**src/rtl/ysyx_25040129_arb_pkg.sv**
```systemverilog
// rtl/ysyx_25040129_arb_pkg.sv - shared states, owner encoding and fixed AXI fields for the MMU arbiter
package ysyx_25040129_arb_pkg;

    typedef enum logic [2:0] {
        ST_IDLE    = 3'd0,
        ST_RD_AR   = 3'd1,
        ST_RD_R    = 3'd2,
        ST_WR_AW_W = 3'd3,
        ST_WR_B    = 3'd4
    } arb_state_t;

    typedef enum logic {
        OWN_IFU = 1'b0,
        OWN_LSU = 1'b1
    } owner_t;

    localparam logic [1:0] BURST_INCR   = 2'b01;
    localparam logic [2:0] IFU_ARSIZE   = 3'b010;
    localparam logic [7:0] ARLEN_SINGLE = 8'd0;

endpackage

```
**src/rtl/ysyx_25040129_rr_grant.sv**
```systemverilog
// rtl/ysyx_25040129_rr_grant.sv - combinational 2-way round-robin picker between IFU and LSU
module ysyx_25040129_rr_grant
    import ysyx_25040129_arb_pkg::*;
(
    input  logic       req_ifu,
    input  logic       req_lsu,
    input  logic       last_lsu,
    output logic [1:0] grant     // [0] = IFU, [1] = LSU, one-hot or zero
);

    // On a tie the unit that was not granted last wins; otherwise the sole requester wins
    always_comb begin
        grant = 2'b00;
        if (req_ifu && req_lsu) begin
            grant = last_lsu ? 2'b01 : 2'b10;
        end else if (req_lsu) begin
            grant = 2'b10;
        end else if (req_ifu) begin
            grant = 2'b01;
        end
    end

endmodule

```
**src/rtl/ysyx_25040129_mmu_arbiter.sv**
```systemverilog
// rtl/ysyx_25040129_mmu_arbiter.sv - single-outstanding arbiter sharing the MMU port between IFU and LSU
module ysyx_25040129_mmu_arbiter
    import ysyx_25040129_arb_pkg::*;
(
    input  logic        clk,
    input  logic        rst,
    input  logic [31:0] satp,

    input  logic [31:0] ifu_araddr,
    input  logic        ifu_arvalid,
    output logic        ifu_arready,
    output logic [31:0] ifu_rdata,
    output logic [1:0]  ifu_rresp,
    output logic        ifu_rvalid,
    input  logic        ifu_rready,

    input  logic [31:0] lsu_araddr,
    input  logic [2:0]  lsu_arsize,
    input  logic        lsu_arvalid,
    output logic        lsu_arready,
    output logic [31:0] lsu_rdata,
    output logic [1:0]  lsu_rresp,
    output logic        lsu_rvalid,
    input  logic        lsu_rready,
    input  logic [31:0] lsu_awaddr,
    input  logic        lsu_awvalid,
    output logic        lsu_awready,
    input  logic [31:0] lsu_wdata,
    input  logic [3:0]  lsu_wstrb,
    input  logic        lsu_wvalid,
    output logic        lsu_wready,
    output logic [1:0]  lsu_bresp,
    output logic        lsu_bvalid,
    input  logic        lsu_bready,

    output logic [31:0] m_araddr,
    output logic [2:0]  m_arsize,
    output logic [7:0]  m_arlen,
    output logic [1:0]  m_arburst,
    output logic [31:0] m_arsatp,
    output logic        m_arvalid,
    input  logic        m_arready,
    input  logic [31:0] m_rdata,
    input  logic [1:0]  m_rresp,
    input  logic        m_rvalid,
    input  logic        m_rlast,
    output logic        m_rready,
    output logic [31:0] m_awaddr,
    output logic [31:0] m_awsatp,
    output logic        m_awvalid,
    input  logic        m_awready,
    output logic [31:0] m_wdata,
    output logic [3:0]  m_wstrb,
    output logic        m_wvalid,
    input  logic        m_wready,
    input  logic [1:0]  m_bresp,
    input  logic        m_bvalid,
    output logic        m_bready
);

    arb_state_t  state_q, state_d;
    owner_t      owner_q;
    logic        last_lsu_q;
    logic        aw_done_q, w_done_q;
    logic [31:0] addr_q, wdata_q, satp_q;
    logic [2:0]  size_q;
    logic [3:0]  wstrb_q;

    logic        lsu_wr_req, lsu_req, take;
    logic [1:0]  grant;
    logic        rd_ready;
    logic        unused_rlast;

    // Every transaction is single-beat, so rlast carries no extra information
    assign unused_rlast = m_rlast;

    // A write is only eligible once both AW and W are offered together
    assign lsu_wr_req = lsu_awvalid && lsu_wvalid;
    assign lsu_req    = lsu_wr_req || lsu_arvalid;

    ysyx_25040129_rr_grant u_rr_grant (
        .req_ifu  (ifu_arvalid),
        .req_lsu  (lsu_req),
        .last_lsu (last_lsu_q),
        .grant    (grant)
    );

    // No grant is handed out while reset is held, so an accepted request is never lost
    assign take = (state_q == ST_IDLE) && !rst && (grant != 2'b00);

    // State register
    always_ff @(posedge clk) begin
        if (rst) begin
            state_q <= ST_IDLE;
        end else begin
            state_q <= state_d;
        end
    end

    // Next state plus handshake outputs; the non-owner always sees zeros
    always_comb begin
        state_d     = state_q;
        ifu_arready = 1'b0;
        ifu_rvalid  = 1'b0;
        lsu_arready = 1'b0;
        lsu_rvalid  = 1'b0;
        lsu_awready = 1'b0;
        lsu_wready  = 1'b0;
        lsu_bvalid  = 1'b0;
        m_arvalid   = 1'b0;
        m_rready    = 1'b0;
        m_awvalid   = 1'b0;
        m_wvalid    = 1'b0;
        m_bready    = 1'b0;
        rd_ready    = (owner_q == OWN_IFU) ? ifu_rready : lsu_rready;
        case (state_q)
            ST_IDLE: begin
                ifu_arready = take && grant[0];
                lsu_arready = take && grant[1] && !lsu_wr_req;
                lsu_awready = take && grant[1] && lsu_wr_req;
                lsu_wready  = take && grant[1] && lsu_wr_req;
                if (take) begin
                    state_d = (grant[1] && lsu_wr_req) ? ST_WR_AW_W : ST_RD_AR;
                end
            end
            ST_RD_AR: begin
                m_arvalid = 1'b1;
                if (m_arready) state_d = ST_RD_R;
            end
            ST_RD_R: begin
                m_rready   = rd_ready;
                ifu_rvalid = (owner_q == OWN_IFU) && m_rvalid;
                lsu_rvalid = (owner_q == OWN_LSU) && m_rvalid;
                if (m_rvalid && rd_ready) state_d = ST_IDLE;
            end
            ST_WR_AW_W: begin
                m_awvalid = !aw_done_q;
                m_wvalid  = !w_done_q;
                if ((aw_done_q || m_awready) && (w_done_q || m_wready)) state_d = ST_WR_B;
            end
            ST_WR_B: begin
                m_bready   = lsu_bready;
                lsu_bvalid = m_bvalid;
                if (m_bvalid && lsu_bready) state_d = ST_IDLE;
            end
            default: state_d = ST_IDLE;
        endcase
    end

    // Remember which write channels have already handshaked; cleared when the write phase ends
    always_ff @(posedge clk) begin
        if (rst) begin
            aw_done_q <= 1'b0;
            w_done_q  <= 1'b0;
        end else if (state_q == ST_WR_AW_W) begin
            if (state_d == ST_WR_B) begin
                aw_done_q <= 1'b0;
                w_done_q  <= 1'b0;
            end else begin
                aw_done_q <= aw_done_q || m_awready;
                w_done_q  <= w_done_q || m_wready;
            end
        end
    end

    // Capture the winning request so the MMU sees stable fields until the return to IDLE
    always_ff @(posedge clk) begin
        if (rst) begin
            owner_q    <= OWN_IFU;
            last_lsu_q <= 1'b0;
            addr_q     <= 32'd0;
            size_q     <= 3'd0;
            wdata_q    <= 32'd0;
            wstrb_q    <= 4'd0;
            satp_q     <= 32'd0;
        end else if (take) begin
            owner_q    <= grant[1] ? OWN_LSU : OWN_IFU;
            last_lsu_q <= grant[1];
            satp_q     <= satp;
            if (grant[1] && lsu_wr_req) begin
                addr_q  <= lsu_awaddr;
                size_q  <= IFU_ARSIZE;
                wdata_q <= lsu_wdata;
                wstrb_q <= lsu_wstrb;
            end else if (grant[1]) begin
                addr_q <= lsu_araddr;
                size_q <= lsu_arsize;
            end else begin
                addr_q <= ifu_araddr;
                size_q <= IFU_ARSIZE;
            end
        end
    end

    assign m_araddr  = addr_q;
    assign m_arsize  = size_q;
    assign m_arlen   = ARLEN_SINGLE;
    assign m_arburst = BURST_INCR;
    assign m_arsatp  = satp_q;
    assign m_awaddr  = addr_q;
    assign m_awsatp  = satp_q;
    assign m_wdata   = wdata_q;
    assign m_wstrb   = wstrb_q;

    assign ifu_rdata = m_rdata;
    assign ifu_rresp = m_rresp;
    assign lsu_rdata = m_rdata;
    assign lsu_rresp = m_rresp;
    assign lsu_bresp = m_bresp;

endmodule

```
**config.mk**
```make
export PLATFORM = sky130hd
export DESIGN_NAME = ysyx_25040129_mmu_arbiter
export DESIGN_NICKNAME = d
export VERILOG_FILES = /design/src/rtl/ysyx_25040129_arb_pkg.sv /design/src/rtl/ysyx_25040129_rr_grant.sv /design/src/rtl/ysyx_25040129_mmu_arbiter.sv
export SDC_FILE = /design/constraint.sdc
export NUM_CORES = 1
export LEC_CHECK = 0
export CORE_AREA = 2 2 187 189
export CTS_CLUSTER_SIZE = 24
export DETAILED_ROUTE_END_ITERATION = 12
export DIE_AREA = 0 0 189 191
export GPL_TIMING_DRIVEN = 0
export PLACE_DENSITY_LB_ADDON = 0.15
export SYNTH_ARGS = -nofsm -noshare
export SYNTH_HDL_FRONTEND = slang
export SYNTH_SLANG_ARGS = --single-unit
```
**constraint.sdc**
```tcl
create_clock -name clk -period 2.4 [get_ports clk]
set_clock_uncertainty 0.05 [all_clocks]
set_input_delay 0.48 -clock clk [delete_from_list [all_inputs] [get_ports clk]]
set_output_delay 0.48 -clock clk [all_outputs]
set_load 0.03 [all_outputs]
```
## After elaboration in Yosys (flattened, before gate mapping)

Index checks and enable logic that the tools add are counted.
Widths: inputs -> output; s select.

- Output and inout port bits: 259
- Word-level logic and storage cells: 70
- Flip-flop bits (word level): 110
- Input port bits: 218

- Reduce and logical (&&, ||, !) cells: 24
- Equality and inequality tests: 5
- Multiplexer cells: 30
- Bitwise gates (word level): 1

Operator list:

| kind | number |
|---|---|
| $mux 32 | 2 |
| $mux 3 | 7 |
| $mux 1 | 16 |
| $pmux 3 s5 | 1 |
| $logic_and 1x1->1 | 14 |
| $mux 2 | 4 |
| $eq 3x2->1 const B | 2 |
| $eq 3x3->1 const B | 2 |
| $logic_not 1->1 | 4 |
| $eq 3x1->1 const B | 1 |
| $logic_not 3->1 | 1 |
| $logic_or 1x1->1 | 3 |
| $reduce_and 2->1 | 1 |
| $reduce_bool 2->1 | 1 |
| $not 1->1 | 1 |

## Longest topological paths before layout

Gate-level depths: netlist of the first run.

- Depth after elaboration: 10
- Mapped depth: 8
- Mapped depth without buffers: 5

## Cells and area by module

Synthesis of the first run repeated with hierarchy kept, for this count alone.

- Cells, all modules: 758
- Area total of the unflattened synthesis: 6496.2 µm²

By module, submodules not included:

| module | instances | area each (µm²) | cells an instance |
|---|---|---|---|
| ysyx_25040129_mmu_arbiter | 1 | 6477.5 | 755 |
| ysyx_25040129_rr_grant | 1 | 18.8 | 3 |

## Worst setup path after synthesis of the first run

OpenSTA, ideal clock, no wires.

- Path type: input -> output
- Start point: input port m_rvalid
- End point: output port lsu_rvalid
- Setup slack: 0.292 ns
- Stages: 2
- Buffers on the path: 0
- Data arrival time: 1.578 ns
- Path through: nand2_1 -> nor4b_1

- Cells in the longest elaborated chain, start to end: 2

Ends and longest elaborated chain:

| element | line | source |
|---|---|---|
| from (decl) | ysyx_25040129_mmu_arbiter.sv:45 | `input logic m_rvalid,` |
| $logic_and 1x1->1 | ysyx_25040129_mmu_arbiter.sv:133 | `lsu_rvalid = (owner_q == OWN_LSU) && m_rvalid;` |
| $mux 1 | ysyx_25040129_mmu_arbiter.sv:116 | `case (state_q)` |
| to (decl) | ysyx_25040129_mmu_arbiter.sv:23 | `output logic lsu_rvalid,` |

Every way passes these cells.

## Worst setup path in the final report of the first run

- Start point: input port ifu_arvalid
- End point: register addr_q[2], in the netlist m_araddr[2]

- Cells in the longest elaborated chain, start to end: 5
- Elaborated cells between the ends (all ways): 9
- Those cells by class: mux: 5; reduce/logical: 4

Ends and longest elaborated chain:

| element | line | source |
|---|---|---|
| from (decl) | ysyx_25040129_mmu_arbiter.sv:10 | `input logic ifu_arvalid,` |
| $mux 1 | ysyx_25040129_rr_grant.sv:18 | `end else if (req_ifu) begin` |
| $mux 2 | ysyx_25040129_rr_grant.sv:16 | `end else if (req_lsu) begin` |
| $mux 2 (*) | ysyx_25040129_rr_grant.sv:14 | `if (req_ifu && req_lsu) begin` |
| $reduce_bool 2->1 | ysyx_25040129_mmu_arbiter.sv:89 | `assign take = (state_q == ST_IDLE) && !rst && (grant != 2'b00);` |
| $logic_and 1x1->1 | ysyx_25040129_mmu_arbiter.sv:89 |  |
| to (signal assigned) | ysyx_25040129_mmu_arbiter.sv:181 | `addr_q <= lsu_awaddr;` |
| to (signal assigned) | ysyx_25040129_mmu_arbiter.sv:186 | `addr_q <= lsu_araddr;` |
| to (signal assigned) | ysyx_25040129_mmu_arbiter.sv:189 | `addr_q <= ifu_araddr;` |
| to (decl) | ysyx_25040129_mmu_arbiter.sv:65 | `logic [31:0] addr_q, wdata_q, satp_q;` |

Every way passes the cells marked *; elsewhere a longest branch is shown, timed or not.
A chain may end at the register's enable or synchronous reset.

==> results of run 1 <==
-- worst max-delay path: cells and delay by family --
kind | cells | cell delay (ns)
buffers and inverters | 2 | 0.88
AND/OR/NAND/NOR | 2 | 0.59
AO/OA/AOI/OAI | 1 | 0.14
multiplexers | 1 | 0.38
-- cells in the final DEF (no fill, tap or decap), types with 2 or more instances in the layout --
cell | synthesis | layout
a21oi_1 | 42 | 42
clkbuf_8 | 7 | 8
and3_1 | 2 | 2
inv_8 | 0 | 2
mux2i_1 | 33 | 32
buf_6 | 8 | 10
clkbuf_2 | 0 | 2
nand3_1 | 32 | 32
clkbuf_1 | 13 | 12
dlygate4sd1_1 | 4 | 4
o21ai_1 | 5 | 5
o221ai_2 | 30 | 30
nand2_1 | 173 | 173
dfxtp_1 | 109 | 109
clkinv_4 | 0 | 2
clkdlybuf4s50_1 | 0 | 416
dlygate4sd2_1 | 0 | 8
o221ai_1 | 3 | 3
a21o_1 | 2 | 2
o21ai_0 | 28 | 28
nor4_1 | 2 | 2
nor2_1 | 11 | 10
buf_2 | 9 | 6
and2_1 | 2 | 2
inv_1 | 3 | 3
conb_1 | 2 | 10
a32o_1 | 2 | 2
buf_4 | 149 | 154
clkbuf_16 | 0 | 9
nor3_1 | 4 | 3
clkbuf_4 | 0 | 4
-- flip-flops by register name, indices dropped and copies added, names as in the netlist --
signal,cells
m_arsatp,32
state_q,3
owner_q,1
aw_done_q,1
m_wstrb,4
m_wdata,32
w_done_q,1
m_araddr,32
m_arsize,3
-- report_power, final --
group / total [mW] / internal (mW) / switching, mW
clock network: 1.53 / 0.746 / 0.784
logic: 2.91 / 1.39 / 1.52
registers: 2.14 / 1.99 / 0.152
total: 6.58 / 4.13 / 2.45
-- cell type report --
type / instances / area share
timing repair buffer: 434 / 0.3862
multi-input combinational: 398 / 0.2096
sequential: 109 / 0.1954
buffer: 190 / 0.1298
tap: 455 / 0.05097
clock buffer: 10 / 0.02140
clock inverter: 5 / 0.004033
inverter: 4 / 0.002016
timing repair inverter: 1 / 0.0005601
-- kinds of logic after synthesis --
| kind of cell | Yosys count | synth area share |
|---|---|---|
| AO/OA/AOI/OAI | 119 | 0.1590 |
| buffers and inverters | 195 | 0.2470 |
| flip-flops | 109 | 0.3682 |
| multiplexers | 33 | 0.05574 |
| other | 2 | 0.001267 |
| AND/OR/NAND/NOR | 236 | 0.1687 |
-- stage by stage --
stage	area (um^2)	setup WS [ns]	power, mW	instances	TNS (ns)
6_report	11170	0.09507	6.582	1606	0
5_1_grt	11170	0.01232	6.926	1606	0
4_1_cts	11140	0.007999	6.713	1605	0
3_5_place_dp	10820	-1.132	5.116	1586	-27.04
3_3_place_gp	10820	-1.107	5.104	1586	-24.21
2_1_floorplan	5956	0.2917	3.805	702	0
-- repair_timing --
action / 4_1_cts / 5_1_grt
cloned: 1 / 0
buffers inserted: 4 / 1
pin swaps: 2 / 1
resized for setup: 42 / 8
setup endpoints to repair: 38 / 21
-- routing by layer --
| metal | track usage | routed length, um | vias up |
|---|---|---|---|
| li1 | - | - | 3089 |
| met5 | 0 | 0 | - |
| met1 | 0.1498 | 10000 | 2797 |
| met2 | 0.2518 | 13110 | 277 |
| met4 | 0.03065 | 299 | 0 |
| met3 | 0.05196 | 2425 | 12 |
-- final timing paths --
check | endpoint | slack, ns | startpoint | cells after the start
max | m_araddr[2] | 0.1 | ifu_arvalid | 6
min | m_wdata[2] | 0.41 | m_wdata[2] | 2
max reg2reg | m_arsatp[30] | 0.26 | state_q[0] | 10
min reg2reg | m_wdata[2] | 0.41 | m_wdata[2] | 2
==> results_dict.tcl, run 1 <==
set metrics [dict create \
    cts_buffer_depth 2 \
    synth_cell_types 43 \
    grt_usage 0.1375 \
    p_per_area_nw_per_um2 589.3 \
    fin_util 0.3274 \
    numCtsBuffers 9 \
    yosysSeqAreaShare 0.3682 \
    synth-seq-cells 109 \
    detail-route-antenna-nets 0 \
    portBuffers 429 \
    fmax_ghz 0.4339 \
    synth_top_area_share 0.3682 \
    wl_um 25840 \
    ioPinCount 477 \
    cts_sinks 109 \
    slew_violations 0 \
    drcViolationCount 0 \
    hold_viol_final 0 \
    cts_max_level 3 \
    multi_input_area_um2 2341 \
    yosysWarnings 0 \
    critical_path.slowest_cell "clkdlybuf4s50_1" \
    grt_pass1_wl_um 37660 \
    grt_max_degree 19 \
    antenna_found_initial 0 \
    n_fill_cell 3611 \
    core_area_um2 34120 \
    n_antenna_cell 0 \
    netlist_instances 694 \
    regArea_um2 2182 \
    area_growth_pct 88.49 \
    vias 6175 \
    vias_per_cell 3.845 \
    synth_area_leader_cell "dfxtp_1" \
    synth_edf_count 0 \
    cp_max_fo 10 \
    timing.final.crit_share 0.9604 \
    cp-end-kind "flop" \
    grt_pass1_vias 6236 \
    criticalPathCategory "in -> reg" \
    cts_hold_buf 0 \
    max_stage_delay_ns 0.54 \
    hold-worst-slack_ns 0.4060 \
    yosysMostFrequentCell "nand2_1" \
    die_area_um2 36100 \
    avgSynthCellArea_um2 8.538 \
    hpwl_um 21070 \
    path_clk_slew_ns 0.09 \
    max_cap_viol_count 0 \
    cts_tree "built" \
    timing.critical_path.arrival_ns 2.49 \
    ys.flop_type "dfxtp_1" \
    setup_viol 0 \
    tightest_slew_ns 0.5913 \
    drive_gt1_frac 0.2085 \
    nets 1365 \
    slew_headroom 0.6058 \
    die_y_um 191 \
    async_flop_share 0 \
    crit_chain "clkdlybuf4s50_1, and2_1, nor2_4, clkbuf_4, mux2i_2, o221ai_2" \
    overflow 0 \
    rows 68 \
    peakVddDrop_mv 0.3810 \
    cts-root-buf "clkbuf_16" \
    synthTopCellsByCount "173 x nand2_1, 149 x buf_4, 109 x dfxtp_1" \
    die_w_um 189 \
    worstPathRequired_ns 2.59 \
    critPathLaunchType "input pin" \
    drt-pass1-iter-count 4 \
    worstSkewPairLatency_ns 0.35 \
    synth_area_um2 5926 \
    hp-class "reg -> reg" \
    rsz0062_at_grt "no" \
    finalCriticalPeriod_ns 2.305 \
    drt_iter0_markers 130 \
    yosys-top-cells-area "dfxtp_1 37%, buf_4 19%, nand2_1 11%" \
    power.leakage_nw 4.396 \
    outcome "complete, no violations" \
    gp_congestion 0.7319 \
    routedWlPerCell_um 16.09 \
    initial_core_util 0.1737 \
]
No activity file was read; power rests on OpenSTA's default activity.
==> run 2, diff against run 1 <==
Settings changed: CORE_AREA 2 2 187 189 to 2 2 184 186, DIE_AREA 0 0 189 191 to 0 0 186 188.
==> run 2 against run 1 <==
  * Die area decreased by 3.1%
  * Critical endpoint is now lsu_wready
  * Total power decreased by 0.61%
  * Sequential power about the same
  * Global-route usage increased by 0.63 points
  * Flip-flop and latch count unchanged
  * Fmax decreased by 1.0%
  * Critical path depth unchanged
  * Hold slack improved by 0.00069 ns
  * Clock-buffer cell count unchanged
  * Core utilization increased by 0.93 points
==> results_dict.tcl, run 2 (same netlist as run 1, synthesis figures left out) <==
set metrics [dict create \
    outcome "complete, no violations" \
    layout_common_cells "415 x clkdlybuf4s50_1, 173 x nand2_1, 157 x buf_4" \
    numCtsBuffers 9 \
    grt_max_degree 19 \
    worstPathRequired_ns 1.87 \
    area_growth_pct 88.15 \
    drive_gt1_frac 0.2082 \
    grt_pass1_wl_um 37750 \
    routedWlPerCell_um 16.21 \
    dp_cells 1579 \
    tightest_slew_ns 0.5576 \
    crit_chain "clkdlybuf4s50_1, and2_1, nand3_4, inv_8, buf_4, clkdlybuf4s15_2" \
    grt_usage 0.1438 \
    drt_iter0_markers 186 \
    die_w_um 186 \
    power.leakage_nw 4.406 \
    critical_path.slowest_cell "clkdlybuf4s50_1" \
    max_stage_delay_ns 0.52 \
    power.total_mw 6.542 \
    fin_util 0.3367 \
    gp_congestion 0.7259 \
    vias_per_cell 3.835 \
    die_area_um2 34970 \
    slew_violations 0 \
    n_antenna_cell 0 \
    core_area_um2 33110 \
    drt-pass1-iter-count 4 \
    finalCriticalPeriod_ns 2.329 \
    wl_um 25960 \
    hpwl_um 21180 \
    fmax_ghz 0.4293 \
    cts_buffer_depth 2 \
    path_clk_slew_ns 0.08 \
    use_met3 0.05632 \
    cp-end-kind "output pin" \
    cts_max_level 3 \
    detail-route-antenna-nets 0 \
    hold_viol_final 0 \
    worstSkewPairLatency_ns 0.35 \
    final_common_cell "clkdlybuf4s50_1" \
    rsz0062_at_grt "no" \
    grt_pass1_vias 6361 \
    cp_max_fo 4 \
    criticalPathCategory "in -> out" \
    ioPinCount 477 \
    hold-worst-slack_ns 0.4067 \
    max_cap_viol_count 0 \
    layout_setup_ws_ns 0.07065 \
    drcViolationCount 0 \
    antenna_found_initial 4 \
    initial_core_util 0.1790 \
    overflow 0 \
    setup_viol 0 \
    portBuffers 429 \
    cts_hold_buf 0 \
    setup-tns-final_ns 0 \
    cts_tree "built" \
    use_met2 0.2664 \
    vias 6140 \
    critPathLaunchType "input pin" \
    p_per_area_nw_per_um2 586.8 \
    placed_area_um2 10810 \
    timing.critical_path.arrival_ns 1.80 \
    die_y_um 188 \
    slew_headroom 0.6282 \
    grtUsageMet1 0.1525 \
    cts-root-buf "clkbuf_16" \
    rows 67 \
    cts_sinks 109 \
    nets 1366 \
    peakVddDrop_mv 0.2528 \
    top_usage_layer "met2" \
    fin_cells 1601 \
    final_cell_area_um2 11150 \
    pre_cts_ws_ns -1.180 \
    hp-class "reg -> reg" \
    timing.final.crit_share 0.9706 \
]
[run 2: cell count changes in the layout (fill, tap and decap cells not counted), moves of 2 or more]
cell	delta
buf_6	-2
buf_2	+3
buf_4	+3
inv_6	+2
clkbuf_4	-4
clkdlybuf4s15_2	+2
clkinv_2	+2
[run 2: what timing repair did]
| action | CTS | global route |
|---|---|---|
| endpoints found under the setup margin | 33 | 24 |
| cloned | 1 | 0 |
| gates resized for setup | 39 | 4 |
| setup buffers | 5 | 1 |
| pin swaps | 2 | 2 |
[run 2: cell type report]
| cell class | instances | area (um^2) |
|---|---|---|
| inverter | 4 | 22.52 |
| sequential | 109 | 2182 |
| clock buffer | 10 | 239.0 |
| buffer | 190 | 1444 |
| timing repair buffer | 435 | 4320 |
| tap | 448 | 560.5 |
| timing repair inverter | 1 | 6.256 |
| clock inverter | 6 | 45.04 |
| multi-input combinational | 398 | 2330 |
| fill | 3514 | 21960 |
[run 2: worst max-delay path: cells and delay by family]
family / cells / cell delay [ns]
buffers and inverters: 4 / 0.97
and+or+nand+nor: 2 / 0.33
[run 2: layer usage]
metal,part of all wire,up-vias
li1,-,3083
met1,0.38,2740
met2,0.50,293
met3,0.11,20
met4,0.0095,4
met5,0.00089,-
[run 2: power by group]
part           leakage, nW  internal [mW]  total [mW]  switching [mW]
clock network        0.144          0.746        1.51           0.761
logic                 3.37           1.39        2.90            1.51
registers            0.891           1.99        2.14           0.145
total                 4.41           4.12        6.54            2.42
[run 2: path summary, 6_finish.rpt]
kind | from | endpoint | slack (ns) | cells past startpoint
worst max-delay path | lsu_awvalid | lsu_wready | 0.07 | 6
worst min-delay path | m_wdata[3] | m_wdata[3] | 0.41 | 2
worst max register to register | owner_q | m_araddr[13] | 0.35 | 6
worst min register to register | m_wdata[3] | m_wdata[3] | 0.41 | 2
==> run 3, diff against run 2 <==
Settings changed: ABC_CLOCK_PERIOD_IN_PS set to 2400.
==> results of run 3 <==
Same layout as run 2: the final DEF is identical, and so are final timing and power.
